**src/rtl/fll_boot_seq_if.sv**
```systemverilog
// Bus bundle between the peripherals' FLL request port, the boot sequencer
// and clk_rst_gen. Suffixes are from the sequencer's point of view.
interface fll_boot_seq_if;
  logic        sw_req_i;
  logic        sw_wrn_i;
  logic [1:0]  sw_add_i;
  logic [31:0] sw_wdata_i;
  logic        sw_ack_o;
  logic [31:0] sw_rdata_o;
  logic        fll_req_o;
  logic        fll_wrn_o;
  logic [1:0]  fll_add_o;
  logic [31:0] fll_wdata_o;
  logic        fll_ack_i;
  logic [31:0] fll_rdata_i;

  modport slave (
    input  sw_req_i, sw_wrn_i, sw_add_i, sw_wdata_i, fll_ack_i, fll_rdata_i,
    output sw_ack_o, sw_rdata_o, fll_req_o, fll_wrn_o, fll_add_o, fll_wdata_o
  );

  modport master (
    output sw_req_i, sw_wrn_i, sw_add_i, sw_wdata_i, fll_ack_i, fll_rdata_i,
    input  sw_ack_o, sw_rdata_o, fll_req_o, fll_wrn_o, fll_add_o, fll_wdata_o
  );
endinterface

```
**src/rtl/fll_boot_seq.sv**
```systemverilog
// FLL boot sequencer: two config writes, wait for lock, release fetch enable,
// then forward software accesses. Optional lock timeout: FLL_LOCK_TIMEOUT_EN.
module fll_boot_seq #(
  parameter logic [31:0] CFG1_INIT    = 32'h0000_0000,
  parameter logic [31:0] CFG2_INIT    = 32'h0000_0000,
  parameter int          LOCK_TIMEOUT = 1024
) (
  input  logic            clk,
  input  logic            rst_n,
  input  logic            fetch_enable_i,
  output logic            fetch_enable_o,
  input  logic            fll_lock_i,
  output logic            init_done_o,
  output logic            lock_timeout_o,
  fll_boot_seq_if.slave   bus
);

  typedef enum logic [2:0] {
    BOOT, INIT1, GAP1, INIT2, WAIT_LOCK, RUN, SW_XFER
  } state_e;

  state_e      state_q;
  logic        lock_s1_q, lock_s2_q;
  logic        done_q, fe_q;
  logic        req_q, wrn_q;
  logic [1:0]  add_q;
  logic [31:0] wdata_q;

`ifdef FLL_LOCK_TIMEOUT_EN
  localparam int             CW      = $clog2(LOCK_TIMEOUT);
  localparam logic [CW-1:0]  CNT_MAX = CW'(LOCK_TIMEOUT - 1);
  logic [CW-1:0] cnt_q;
  logic          lto_q;
`endif

  // fll_lock_i is asynchronous to clk
  always_ff @(posedge clk or negedge rst_n) begin
    if (!rst_n) begin
      lock_s1_q <= 1'b0;
      lock_s2_q <= 1'b0;
    end else begin
      lock_s1_q <= fll_lock_i;
      lock_s2_q <= lock_s1_q;
    end
  end

  // Bus fields are registered together with the state so they are zero
  // whenever req is low and req always drops for a cycle between transfers.
  always_ff @(posedge clk or negedge rst_n) begin
    if (!rst_n) begin
      state_q <= BOOT;
      done_q  <= 1'b0;
      fe_q    <= 1'b0;
      req_q   <= 1'b0;
      wrn_q   <= 1'b0;
      add_q   <= '0;
      wdata_q <= '0;
`ifdef FLL_LOCK_TIMEOUT_EN
      cnt_q   <= '0;
      lto_q   <= 1'b0;
`endif
    end else begin
      fe_q <= fetch_enable_i & done_q;
      case (state_q)
        BOOT: begin
          state_q <= INIT1;
          req_q   <= 1'b1;
          wrn_q   <= 1'b0;
          add_q   <= 2'b01;
          wdata_q <= CFG1_INIT;
        end
        INIT1: if (bus.fll_ack_i) begin
          state_q <= GAP1;
          req_q   <= 1'b0;
          add_q   <= '0;
          wdata_q <= '0;
        end
        GAP1: begin
          state_q <= INIT2;
          req_q   <= 1'b1;
          wrn_q   <= 1'b0;
          add_q   <= 2'b10;
          wdata_q <= CFG2_INIT;
        end
        INIT2: if (bus.fll_ack_i) begin
          state_q <= WAIT_LOCK;
          req_q   <= 1'b0;
          add_q   <= '0;
          wdata_q <= '0;
`ifdef FLL_LOCK_TIMEOUT_EN
          cnt_q   <= '0;
`endif
        end
        WAIT_LOCK: begin
          if (lock_s2_q) begin
            state_q <= RUN;
            done_q  <= 1'b1;
          end
`ifdef FLL_LOCK_TIMEOUT_EN
          else if (cnt_q == CNT_MAX) begin
            state_q <= RUN;
            done_q  <= 1'b1;
            lto_q   <= 1'b1;
          end else begin
            cnt_q   <= cnt_q + 1'b1;
          end
`endif
        end
        RUN: if (bus.sw_req_i) begin
          state_q <= SW_XFER;
          req_q   <= 1'b1;
          wrn_q   <= bus.sw_wrn_i;
          add_q   <= bus.sw_add_i;
          wdata_q <= bus.sw_wdata_i;
        end
        SW_XFER: if (bus.fll_ack_i) begin
          state_q <= RUN;
          req_q   <= 1'b0;
          wrn_q   <= 1'b0;
          add_q   <= '0;
          wdata_q <= '0;
        end
        default: state_q <= BOOT;
      endcase
    end
  end

  assign bus.fll_req_o   = req_q;
  assign bus.fll_wrn_o   = wrn_q;
  assign bus.fll_add_o   = add_q;
  assign bus.fll_wdata_o = wdata_q;
  assign bus.sw_ack_o    = bus.fll_ack_i && (state_q == SW_XFER);
  assign bus.sw_rdata_o  = bus.fll_rdata_i;
  assign init_done_o     = done_q;
  assign fetch_enable_o  = fe_q;
`ifdef FLL_LOCK_TIMEOUT_EN
  assign lock_timeout_o  = lto_q;
`else
  assign lock_timeout_o  = 1'b0;
`endif

endmodule
```
**src/flat_wrapper.sv**
```systemverilog
// flat-port wrapper written by rule: the top's interface ports become plain ports
module fll_boot_seq_flat 
#(
  parameter logic [31:0] CFG1_INIT    = 32'h0000_0000,
  parameter logic [31:0] CFG2_INIT    = 32'h0000_0000,
  parameter int          LOCK_TIMEOUT = 1024
)
  (clk, rst_n, fetch_enable_i, fetch_enable_o, fll_lock_i, init_done_o, lock_timeout_o, bus_sw_req_i, bus_sw_wrn_i, bus_sw_add_i, bus_sw_wdata_i, bus_fll_ack_i, bus_fll_rdata_i, bus_sw_ack_o, bus_sw_rdata_o, bus_fll_req_o, bus_fll_wrn_o, bus_fll_add_o, bus_fll_wdata_o);
  fll_boot_seq_if bus_i ();
  input  logic clk;
  input  logic rst_n;
  input  logic fetch_enable_i;
  output logic fetch_enable_o;
  input  logic fll_lock_i;
  output logic init_done_o;
  output logic lock_timeout_o;
  input wire logic [$bits(bus_i.sw_req_i)-1:0] bus_sw_req_i;
  input wire logic [$bits(bus_i.sw_wrn_i)-1:0] bus_sw_wrn_i;
  input wire logic [$bits(bus_i.sw_add_i)-1:0] bus_sw_add_i;
  input wire logic [$bits(bus_i.sw_wdata_i)-1:0] bus_sw_wdata_i;
  input wire logic [$bits(bus_i.fll_ack_i)-1:0] bus_fll_ack_i;
  input wire logic [$bits(bus_i.fll_rdata_i)-1:0] bus_fll_rdata_i;
  output wire logic [$bits(bus_i.sw_ack_o)-1:0] bus_sw_ack_o;
  output wire logic [$bits(bus_i.sw_rdata_o)-1:0] bus_sw_rdata_o;
  output wire logic [$bits(bus_i.fll_req_o)-1:0] bus_fll_req_o;
  output wire logic [$bits(bus_i.fll_wrn_o)-1:0] bus_fll_wrn_o;
  output wire logic [$bits(bus_i.fll_add_o)-1:0] bus_fll_add_o;
  output wire logic [$bits(bus_i.fll_wdata_o)-1:0] bus_fll_wdata_o;
  assign bus_i.sw_req_i = bus_sw_req_i;
  assign bus_i.sw_wrn_i = bus_sw_wrn_i;
  assign bus_i.sw_add_i = bus_sw_add_i;
  assign bus_i.sw_wdata_i = bus_sw_wdata_i;
  assign bus_i.fll_ack_i = bus_fll_ack_i;
  assign bus_i.fll_rdata_i = bus_fll_rdata_i;
  assign bus_sw_ack_o = bus_i.sw_ack_o;
  assign bus_sw_rdata_o = bus_i.sw_rdata_o;
  assign bus_fll_req_o = bus_i.fll_req_o;
  assign bus_fll_wrn_o = bus_i.fll_wrn_o;
  assign bus_fll_add_o = bus_i.fll_add_o;
  assign bus_fll_wdata_o = bus_i.fll_wdata_o;
  fll_boot_seq #(.CFG1_INIT(CFG1_INIT), .CFG2_INIT(CFG2_INIT), .LOCK_TIMEOUT(LOCK_TIMEOUT)) u_core (.clk(clk), .rst_n(rst_n), .fetch_enable_i(fetch_enable_i), .fetch_enable_o(fetch_enable_o), .fll_lock_i(fll_lock_i), .init_done_o(init_done_o), .lock_timeout_o(lock_timeout_o), .bus(bus_i));
endmodule
```
**config.mk**
```make
export PLATFORM = sky130hd
export DESIGN_NAME = fll_boot_seq_flat
export DESIGN_NICKNAME = d
export VERILOG_FILES = /design/src/rtl/fll_boot_seq_if.sv /design/src/rtl/fll_boot_seq.sv /design/src/flat_wrapper.sv
export SDC_FILE = /design/constraint.sdc
export NUM_CORES = 1
export LEC_CHECK = 0
export BUFFER_PORTS_ARGS = -buffer_cell sky130_fd_sc_hd__buf_2
export CORE_ASPECT_RATIO = 0.7
export CORE_MARGIN = 1
export CORE_UTILIZATION = 30
export CTS_CLUSTER_SIZE = 30
export DETAILED_ROUTE_END_ITERATION = 7
export PLACE_DENSITY = 0.73
export SYNTH_ARGS = -nofsm -noshare
export SYNTH_HDL_FRONTEND = slang
export SYNTH_SLANG_ARGS = --single-unit
```
**constraint.sdc**
```tcl
create_clock -name clk -period 2.28 [get_ports clk]
set_input_delay 0.228 -clock clk [delete_from_list [all_inputs] [get_ports clk]]
set_output_delay 0.228 -clock clk [all_outputs]
set_load 0.01 [all_outputs]
```
Yosys cells after proc, flatten, opt, wreduce, memory -nomap -nowiden. Index checks and enable logic that the tools add are counted. W data, S select, Z words.

Input port bits: 73. Output and inout bits: 72. Flip-flop bits (word level): 43.

Bitwise operators: 1. Mux-type cells: 17. Equality and inequality tests: 12. Reduce and logical (&&, ||, !) cells: 12.

Operators by type and width (count): $pmux W32 S3 (1); $mux W32 (2); $pmux W3 S7 (1); $mux W3 (5); $eq A3 B3 Y1 const B (3); $reduce_and A3 Y1 (3); $ne A2 B2 Y1 const B (4); $pmux W2 S4 (1); $eq A3 B2 Y1 const B (2); $pmux W1 S3 (2); $reduce_bool A3 Y1 (2); $reduce_and A5 Y1 (1); $mux W2 (2); $ne A2 B1 Y1 const B (2); $reduce_bool A4 Y1 (1); $eq A3 B1 Y1 const B (1); $logic_not A3 Y1 (1); $mux W1 (3); $reduce_or A3 Y1 (1); $reduce_and A2 Y1 (1); $reduce_or A2 Y1 (1); $and A1 B1 Y1 (1); $logic_and A1 B1 Y1 (1).

Depth between registers and ports, before layout. Gate-level depths: netlist of the first run.

Depth in word-level cells: 4. Mapped depth: 5.

Worst setup path after synthesis of the first run. No wires, ideal clock.

Path type: register to register. From: register u_core.state_q[2]. To: register u_core.add_q[0] (netlist: u_core.bus.fll_add_o[0]). Arrival: 1266 ps. Clock period less this slack: 1390 ps. Library setup time: 125 ps. Path buffers: 0. Setup slack: 890 ps. Stages on the path, launching flop included: 4. Cell sequence: dfrtp_1 > a21boi_2 > o221ai_4 > mux2_2.

Longest elaborated chain between the ends: 4. Elaborated cells on any way between the ends: 12.

Ends and longest elaborated chain: start: declaration (line fll_boot_seq.sv:22) `state_e state_q;`; start signal: assignment (line fll_boot_seq.sv:51) `state_q <= BOOT;`; start signal: assignment (line fll_boot_seq.sv:66) `state_q <= INIT1;`; start signal: assignment (line fll_boot_seq.sv:73) `state_q <= GAP1;`; $eq A3 B1 Y1, or another cell as far along (line fll_boot_seq.sv:64) `case (state_q)`; $reduce_or A3 Y1 (no source line); $reduce_bool A4 Y1 (no source line) / $ne A2 B1 Y1 (equally long branches); $reduce_and A3 Y1 (no source line); end signal: assignment (line fll_boot_seq.sv:113) `add_q <= bus.sw_add_i;`; end: declaration (line fll_boot_seq.sv:26) `logic [1:0] add_q;`.

Parallel ways exist; a longest one is shown, timed or not. A chain may end at the register's enable or synchronous reset.

Worst setup path in the final report of the first run.
From: register u_core.state_q[2]. To: register u_core.wdata_q[30] (netlist: u_core.bus.fll_wdata_o[30]).

Longest elaborated chain between the ends: 4. Elaborated cells on any way between the ends: 13.

Ends and longest elaborated chain: $eq A3 B1 Y1, or another cell as far along (line fll_boot_seq.sv:64); $reduce_or A3 Y1 (no source line) / $reduce_or A2 Y1 (equally long branches); $ne A2 B1 Y1 (no source line) / $reduce_bool A3 Y1 (equally long branches); $reduce_and A3 Y1 (no source line); end signal: assignment (line fll_boot_seq.sv:114) `wdata_q <= bus.sw_wdata_i;`; end: declaration (line fll_boot_seq.sv:27) `logic [31:0] wdata_q;`.

Parallel ways exist; a longest one is shown, timed or not.

==> results of run 1 <==
## synthesized netlist by cell type
cell type / count / area [µm²]
o2bb2ai_1: 2 / 17.5
o21ai_0: 2 / 10.0
nor2_1: 3 / 11.3
a21oi_1: 3 / 15.0
o22ai_1: 1 / 6.26
mux2_2: 3 / 33.8
nor2b_1: 1 / 6.26
buf_4: 33 / 248
nand2_1: 37 / 139
conb_1: 1 / 3.75
inv_1: 36 / 135
nand2b_1: 1 / 6.26
and3b_1: 1 / 8.76
a41o_1: 1 / 10.0
o221ai_1: 1 / 8.76
o221ai_4: 1 / 26.3
dfrtp_1: 43 / 1080
and2_1: 1 / 6.26
a21boi_0: 2 / 15.0
mux2i_1: 32 / 320
a211o_1: 1 / 8.76
o31ai_1: 1 / 7.51
buf_6: 3 / 33.8
a21boi_2: 1 / 11.3
buf_2: 2 / 10.0
clkbuf_1: 4 / 15.0
nand4b_1: 1 / 8.76
## flip-flops by register name, indices dropped and copies added, names as in the netlist
register                flops
u_core.bus.fll_wdata_o     32
u_core.state_q              3
u_core.bus.fll_add_o        2
u_core.bus.fll_req_o        1
u_core.bus.fll_wrn_o        1
u_core.fetch_enable_o       1
u_core.init_done_o          1
u_core.lock_s1_q            1
u_core.lock_s2_q            1
## routing by layer
layer	global-route usage, %	wire length (µm)
met4	3.81	40
met3	4.53	353
met2	18.6	1900
met5	0	0
met1	15.8	2050
## cell type report
class | count | area share, %
Tap cell | 94 | 4.59
Timing Repair Buffer | 84 | 17.5
Multi-Input combinational cell | 97 | 26.6
Clock buffer | 6 | 2.83
Inverter | 36 | 5.28
Sequential cell | 43 | 42.0
Clock inverter | 1 | 1.17
## stage by stage
step / instance area, µm² / hold WS [ps]
2_1_floorplan: 2200 / -67.6
3_3_place_gp: 2450 / 81.2
3_5_place_dp: 2450 / 89.0
4_1_cts: 2560 / 30.3
5_1_grt: 2560 / 27.3
6_report: 2560 / 49.3
## kinds of logic (layout without fill, tap and decap cells)
logic type             Yosys count  count (layout)  share of synthesized area, %
other                            1               1                         0.171
and+or+nand+nor                 45              45                          8.48
muxes                           35              35                          16.1
DFF                             43              43                          48.9
buffers and inverters           78             127                          20.1
AOI/OAI and AO/OA               16              16                          6.20
## power by group through the flow
stage	combinational [µW]	clock (µW)	sequential [µW]
floorplan	904	0	1300
global placement	1320	0	1240
detailed placement	1360	0	1240
CTS	1360	608	1240
global route	1480	632	1280
finish	1330	571	1240
## path summary, 6_finish.rpt
check | startpoint | end | slack [ps]
max | u_core.state_q[2] | u_core.bus.fll_wdata_o[30] | 450
min | fll_lock_i | u_core.lock_s1_q | 50
max reg2reg | u_core.state_q[2] | u_core.bus.fll_wdata_o[30] | 450
min reg2reg | u_core.lock_s1_q | u_core.lock_s2_q | 350
max in group asynchronous | rst_n | u_core.state_q[2] | 1260
min in group asynchronous | rst_n | u_core.bus.fll_wdata_o[10] | 310
## cells in the final DEF, fill, tap and decap left out, types with 2 or more instances in the layout
cell type / n
buf_2: 79
dfrtp_1: 43
mux2i_1: 32
o2bb2ai_1: 2
inv_1: 36
mux2_2: 3
o21ai_0: 2
nor2_1: 3
nand2_1: 37
buf_4: 3
a21oi_1: 3
a21boi_0: 2
clkbuf_8: 5
## what timing repair did
item	in CTS	in global routing
setup buffers	0	0
endpoints found under the hold margin	8	0
hold buffers	1	0
==> impl_results.md, run 1 <==
- Share of cells above drive strength 1: 35.2%
- Clock Pin Slew Worst Setup and Hold Paths: 80 ps
- Wire length per cell: 12.0 µm
- Vias in the first global route: 1497
- Area growth syn-to-layout: 16.4%
- Worst Path Buf+Inv: 1
- Switching Power: 1170 µW
- Die X: 104 µm
- Area of the multi-input gates: 681 µm²
- DRC violation total after the first TritonRoute iteration: 27
- Synth Instances: 218
- Max VDD drop: 0.477 mV
- Final setup fails: 0
- Synthesized area: 0.00220 mm²
- Initial DRT Pass Iterations: 5
- CTS root buffer: clkbuf_8
- Fin crit period: 1830 ps
- Nets: 340
- Cells on worst reg2reg path: 4
- Dpl cells: 353
- Post_cts resized: 0
- Critical Path Start Type: flip-flop
- Max Slew Vio Count: 0
- # fillers: 706
- P_leak: 0.00138 µW
- GRT Resource Usage Total: 12.1%
- Storage cell area: 0.00108 mm²
- Die ar.: 0.00768 mm²
- DR vias/cell: 4.20
- P_int: 1970 µW
- CTS buffer count: 5
- DRT antenna net count: 0
- Req. time, crit path: 2480 ps
- Gr ovfl total: 0
- Net Sw Frac: 37.2%
- Die H: 73.6 µm
- Core box area: 0.00691 mm²
- Pwr dens: 1220 mW/mm²
- Worst-case clock buffer depth: 2
- Non-Filler Instances: 361
- Worst skew pair latency: 290 ps
- CP endpoint kind: flip-flop
- Max stage delay on crit path: 550 ps
- Crit Path Category: flip-flop to flip-flop
- Starting Density: 31.8%
- CP arrival: 2040 ps
- PortBufs: 79
- Fmax: 545 MHz
- # IOs: 145
- Min-Delay Path Class: primary input to flip-flop
- Synth unique cells: 27
- CP delay by family, top: compound AO/OA/AOI/OAI gates
- Inserted Diodes: 0
- Overall Power: 3140 µW
- Via count: 1517
- Dpl hpwl: 3100 µm
- Max cap viols: 0
- Flop pwr share: 39.4%
- H-tree Lvls: 2
- Syn_nets: 291
- Util after Layout: 37.0%
- Syn avg cell area: 10.1 µm²
- Skew final: 9.06 ps
- Post-synthesis sequential area ratio: 48.9%
- Final hold violation count: 0
- Final worst-path cycle share: 80.4%
- Final WS setup: 446 ps
- Combinational share of power: 42.4%
- Status: finished, final reports clean
- Worst-path cell chain: a21boi_2 -> o221ai_4 -> buf_12 -> mux2i_1
- CTS tree: yes
- Worst path slowest cell: dfrtp_1
- RSZ-0062 raised after global routing: false
- Post-synthesis sequential element count: 43
- Pre-CTS setup slack: 440 ps
- Rows: 25
- Hold Path Stages: 1
- YS warnings: 0
- First-pass GRT wire length: 7160 µm
- DRC Markers: 0
- Gpl congestion: 0.757
- Crit Path Max Fanout: 26
- Maximum number of pins on one net before global-route repair: 36
- CTS Sinks: 43
- Share of total power in the clock network: 18.2%
- Crit. path cell count: 4
- Antenna violations before repair: 0
- Final WL: 4340 µm
- TNS Setup: 0 ps
Power figures use the tool's default switching activity.
==> run 2: changes to the inputs <==
==> constraint.sdc (replaced) <==
create_clock -name clk -period 1.89 [get_ports clk]
set_input_delay 0.189 -clock clk [delete_from_list [all_inputs] [get_ports clk]]
set_output_delay 0.189 -clock clk [all_outputs]
set_load 0.01 [all_outputs]
==> run 2 against run 1 <==
Net effect: design area grew 2.4%; via count up 0.99%; flip-flop and latch count unchanged; largest power group unchanged.
==> impl_results.md, run 2 (synthesis results as in run 1) <==
- Status: finished, final reports clean (unchanged)
- DRC Markers: 0 (unchanged)
- Hold_buf cts: 2 (was 1)
- Overall Power: 3960 µW (was 3140 µW)
- Final hold violation count: 0 (unchanged)
- Critical Path Start Type: flip-flop (unchanged)
- PortBufs: 79 (unchanged)
- Final setup fails: 0 (unchanged)
- RSZ-0062 raised after global routing: false (unchanged)
- Gr ovfl total: 0 (unchanged)
- Die X: 104 µm (unchanged)
- Met3 WL: 263 µm (was 353 µm)
- Clock Pin Slew Worst Setup and Hold Paths: 90 ps (was 80 ps)
- Via count: 1532 (was 1517)
- GRT Resource Usage Total: 11.9% (was 12.1%)
- Req. time, crit path: 2100 ps (was 2480 ps)
- Share of cells above drive strength 1: 36.0% (was 35.2%)
- Core box area: 0.00691 mm² (unchanged)
- Wire length per cell: 12.0 µm (about the same)
- Worst skew pair latency: 290 ps (about the same)
- CP arrival: 1810 ps (was 2040 ps)
- Area growth syn-to-layout: 19.3% (was 16.4%)
- Met2 routed WL: 1910 µm (was 1900 µm)
- Max VDD drop: 0.408 mV (was 0.477 mV)
- Gpl congestion: 0.778 (was 0.757)
- Crit Path Max Fanout: 17 (was 26)
- DRC violation total after the first TritonRoute iteration: 25 (was 27)
- Crit Path Category: flip-flop to flip-flop (unchanged)
- Post_cts resized: 0 (unchanged)
- # IOs: 145 (unchanged)
- Die ar.: 0.00768 mm² (unchanged)
- CTS buffer count: 5 (unchanged)
- Worst-case clock buffer depth: 2 (unchanged)
- Die H: 73.6 µm (unchanged)
- Initial DRT Pass Iterations: 4 (was 5)
- Cells on worst reg2reg path: 4 (unchanged)
- CTS root buffer: clkbuf_8 (unchanged)
- TNS Setup: 0 ps (unchanged)
- Final worst-path cycle share: 84.7% (was 80.4%)
- Design Area, Final: 0.00262 mm² (was 0.00256 mm²)
- CTS Sinks: 43 (unchanged)
- Post-CTS Setup Inserts: 0 (unchanged)
- Nets: 344 (was 340)
- Final WL: 4380 µm (was 4340 µm)
- Hold path start: fetch_enable_i (was fll_lock_i)
- Min-Delay Path Class: primary input to flip-flop (unchanged)
- Max cap viols: 0 (unchanged)
- Tightest Pin Transition: 514 ps
- Rows: 25 (unchanged)
- Worst Hold Path EP: u_core.fetch_enable_o (was u_core.lock_s1_q)
- Top layer in use: met4 (unchanged)
- Final hold slack: 119 ps (was 49.3 ps)
- Met1 wire length: 2180 µm (was 2050 µm)
- Dpl cells: 356 (was 353)
- CTS tree: yes (unchanged)
- Inserted Diodes: 0 (unchanged)
- Skew final: 9.93 ps (was 9.06 ps)
- Max reg flops: 32 (unchanged)
- Fmax: 625 MHz (was 545 MHz)
- Relative slew slack: 65.8%
- Max Slew Vio Count: 0 (unchanged)
- Placed Area: 0.00247 mm² (was 0.00245 mm²)
- DR vias/cell: 4.19 (was 4.20)
- H-tree Lvls: 2 (unchanged)
- Maximum number of pins on one net before global-route repair: 24 (was 36)
- Starting Density: 31.8% (unchanged)
- P_leak: 0.00141 µW (was 0.00138 µW)
- RR Endpoint: u_core.bus.fll_wdata_o[13] (was u_core.bus.fll_wdata_o[30])
- Dpl hpwl: 3230 µm (was 3100 µm)
- Non-Filler Instances: 366 (was 361)
- First-pass GRT wire length: 6930 µm (was 7160 µm)
- DRT antenna net count: 0 (unchanged)
- Pwr dens: 1510 mW/mm² (was 1220 mW/mm²)
- Reg-to-reg critical path startpoint: u_core.state_q[1] (was u_core.state_q[2])
- CP endpoint kind: flip-flop (unchanged)
- Hold Path Stages: 2 (was 1)
- Reg2reg setup slack: 290 ps (was 450 ps)
- Antenna violations before repair: 0 (unchanged)
- Most frequent cells in the layout: buf_2 (79), dfrtp_1 (43), nand2_1 (37) (unchanged)
- Vias in the first global route: 1446 (was 1497)
- Commonest non-fill, non-tap cell in the layout: buf_2 (unchanged)
- Fin crit period: 1600 ps (was 1830 ps)
run 2: changes by cell type in the layout (fill, tap and decap cells not counted):
| cell | previous run | this run |
|---|---|---|
| buf_4 | 3 | 6 |
| bufinv_16 | 1 | 2 |
| dlygate4sd3_1 | 1 | 2 |
run 2: cell type report:
type                    count  area, µm²
fillers                   695       4290
multi-input cells          97        681
clock buffers               6       72.6
flip-flops and latches     43       1080
inverters                  36        135
clock inverters             2       60.1
well taps                  94        118
repair buffers             88        480
run 2: through the flow:
step	setup slack, ps	util, %
after detailed placement	282	35.7
after CTS	262	37.9
after global placement	377	35.7
final	290	37.9
after floorplan	500	-
after global routing	172	37.9
run 2: worst max path at each step:
stage	start	slack, ps	cells past startpoint	endpoint
final	u_core.state_q[1]	290	4	u_core.bus.fll_wdata_o[13]
after global routing	u_core.state_q[1]	170	4	u_core.bus.fll_wdata_o[10]
after global placement	u_core.state_q[1]	380	4	u_core.bus.fll_wdata_o[15]
after CTS	u_core.state_q[1]	260	4	u_core.bus.fll_wdata_o[13]
after detailed placement	u_core.state_q[1]	280	4	u_core.bus.fll_wdata_o[13]
after floorplan	u_core.state_q[2]	500	3	u_core.bus.fll_add_o[0]
run 2: routing by layer:
metal / global-route usage (%) / up-vias
met5: 0 / -
met4: 2.70 / 0
met3: 5.68 / 6
met2: 16.9 / 60
met1: 16.2 / 715
li1: - / 751
run 2: worst max-delay path, cell delays in order, from the launching register on:
cell,delay (ps)
dfrtp_1,480
nand4b_1,310
o221ai_4,150
buf_4,330
mux2i_1,240
run 2: where the power goes:
part           switching (µW)  total (µW)  internal (µW)
Clock                     315         844            528
Sequential                214        1450           1240
Combinational             902        1670            763
Total                    1430        3960           2530
==> run 3: changes to the inputs <==
==> constraint.sdc (replaced) <==
create_clock -name clk -period 1.5 [get_ports clk]
set_input_delay 0.15 -clock clk [delete_from_list [all_inputs] [get_ports clk]]
set_output_delay 0.15 -clock clk [all_outputs]
set_load 0.01 [all_outputs]
==> run 3 against run 2 <==
Net effect: global-route usage grew 0.39 points; worst hold slack lost 47 ps; clock power is 11% higher; utilization grew 1.6 points.
==> impl_results.md, run 3 (synthesis results as in run 1) <==
- Status: finished, final reports clean (unchanged)
- Hold path start: fetch_enable_i (unchanged)
- Final hold violation count: 0 (unchanged)
- Inserted Diodes: 0 (unchanged)
- Initial DRT Pass Iterations: 3 (was 4)
- Crit Path Category: flip-flop to flip-flop (unchanged)
- Reg2reg setup slack: 70 ps (was 290 ps)
- Skew final: 5.84 ps (was 9.93 ps)
- Max Slew Vio Count: 0 (unchanged)
- Min-Delay Path Class: primary input to flip-flop (unchanged)
- Nets: 351 (was 344)
- Worst skew pair latency: 290 ps (about the same)
- Hold Path Stages: 2 (unchanged)
- Wire length per cell: 12.4 µm (was 12.0 µm)
- Die X: 104 µm (unchanged)
- Critical Path Start Type: flip-flop (unchanged)
- Starting Density: 31.8% (unchanged)
- RSZ-0062 raised after global routing: true (was false)
- CTS Sinks: 43 (unchanged)
- Non-Filler Instances: 373 (was 366)
- Max cap viols: 0 (unchanged)
- Commonest non-fill, non-tap cell in the layout: buf_2 (unchanged)
- DRC violation total after the first TritonRoute iteration: 41 (was 25)
- CTS buffer count: 5 (unchanged)
- Util after Layout: 39.6% (was 37.9%)
- Cells on worst reg2reg path: 5 (was 4)
- DRT antenna net count: 0 (unchanged)
- DRC Markers: 0 (unchanged)
- PortBufs: 79 (unchanged)
- P_leak: 0.00146 µW (was 0.00141 µW)
- DR vias/cell: 4.24 (was 4.19)
- Most frequent cells in the layout: buf_2 (79), dfrtp_1 (42), nand2_1 (37) (was buf_2 (79), dfrtp_1 (43), nand2_1 (37))
- First-pass GRT wire length: 7320 µm (was 6930 µm)
- Max VDD drop: 0.682 mV (was 0.408 mV)
- Gr ovfl total: 0 (unchanged)
- Req. time, crit path: 1710 ps (was 2100 ps)
- Maximum number of pins on one net before global-route repair: 27 (was 24)
- Vias in the first global route: 1567 (was 1446)
- Worst-case clock buffer depth: 2 (unchanged)
- Via count: 1581 (was 1532)
- Max reg flops: 32 (unchanged)
- Area growth syn-to-layout: 24.4% (was 19.3%)
- H-tree Lvls: 2 (unchanged)
- Clock Pin Slew Worst Setup and Hold Paths: 80 ps (was 90 ps)
- Fin crit period: 1430 ps (was 1600 ps)
- Fmax: 699 MHz (was 625 MHz)
- Overall Power: 5300 µW (was 3960 µW)
- Dpl hpwl: 3310 µm (was 3230 µm)
- CP endpoint kind: flip-flop (unchanged)
- Die H: 73.6 µm (unchanged)
- Share of cells above drive strength 1: 39.8% (was 36.0%)
- Dpl cells: 360 (was 356)
- Die ar.: 0.00768 mm² (unchanged)
- Final worst-path cycle share: 95.3% (was 84.7%)
- Reg-to-reg critical path startpoint: u_core.state_q[1] (unchanged)
- Worst Hold Path EP: u_core.fetch_enable_o (unchanged)
- CP arrival: 1640 ps (was 1810 ps)
- Antenna violations before repair: 0 (unchanged)
- Final setup fails: 0 (unchanged)
- Final WL: 4630 µm (was 4380 µm)
- GRT Resource Usage Total: 12.3% (was 11.9%)
- RR Endpoint: u_core.bus.fll_wdata_o[17] (was u_core.bus.fll_wdata_o[13])
- # IOs: 145 (unchanged)
- CTS root buffer: clkbuf_8 (unchanged)
- Critical Path Start: u_core.state_q[1] (unchanged)
- Gpl congestion: 0.809 (was 0.778)
- Crit Path Max Fanout: 10 (was 17)
- Core box area: 0.00691 mm² (unchanged)
- CTS tree: yes (unchanged)
- Pwr dens: 1940 mW/mm² (was 1510 mW/mm²)
- Rows: 25 (unchanged)
run 3: changes by cell type in the layout (fill, tap and decap cells not counted), sizes merged:
cell | before | now
clkinv | 0 | 1
clkbuf | 6 | 7
bufinv | 2 | 1
buf | 86 | 92
run 3: worst max path at each step:
stage | endpoint
detailed placement | u_core.bus.fll_wdata_o[3]
finish | u_core.bus.fll_wdata_o[17]
global placement | u_core.bus.fll_wdata_o[31]
CTS | u_core.bus.fll_wdata_o[3]
global route | u_core.bus.fll_wdata_o[27]
floorplan | u_core.bus.fll_add_o[0]
run 3: timing repair:
action / CTS / global route
pin swaps: 0 / 1
gates resized for setup: 1 / 8
cloned: 0 / 1
buffers inserted: 0 / 2
hold buffers: 2 / 0
endpoints found under the setup margin: 1 / 32
hold endpoints to repair: 11 / 0
run 3: per-stage QoR:
stage	area, µm²	worst slack, ps	hold WS (ps)	TNS, ps
after detailed placement	2510	22.6	38.7	0
after global routing	2740	-6.10	67.8	-6.83
final	2740	70.1	71.3	0
after global placement	2510	129	40.8	0
after floorplan	2200	110	-146	0
after CTS	2650	6.32	57.4	0
run 3: metal layers:
layer  share of wire [%]  GRT usage, %
met5                   0             0
met4                0.84          3.65
met3                 5.8          4.26
met2                  47          20.8
met1                  46          14.9
run 3: layout make-up:
| cell class | instances | area [µm²] |
|---|---|---|
| fill | 689 | 4180 |
| sequential | 43 | 1080 |
| multi-input combinational | 97 | 697 |
| timing repair buffer | 95 | 591 |
| inverter | 36 | 135 |
| tap | 94 | 118 |
| clock buffer | 6 | 82.6 |
| clock inverter | 2 | 35.0 |
run 3: power breakdown:
| group | switching (µW) | internal, µW | leakage, µW | total [µW] |
|---|---|---|---|---|
| Clock | 394 | 539 | 0.0000612 | 933 |
| Combinational | 1270 | 1300 | 0.000831 | 2560 |
| Sequential | 237 | 1560 | 0.000568 | 1800 |
run 3: critical path, stage by stage (launching register included):
cell and delay [ps]:
dfrtp_1 400, nand4b_1 280, o221ai_4 130, buf_12 170
buf_12 150, mux2i_2 210
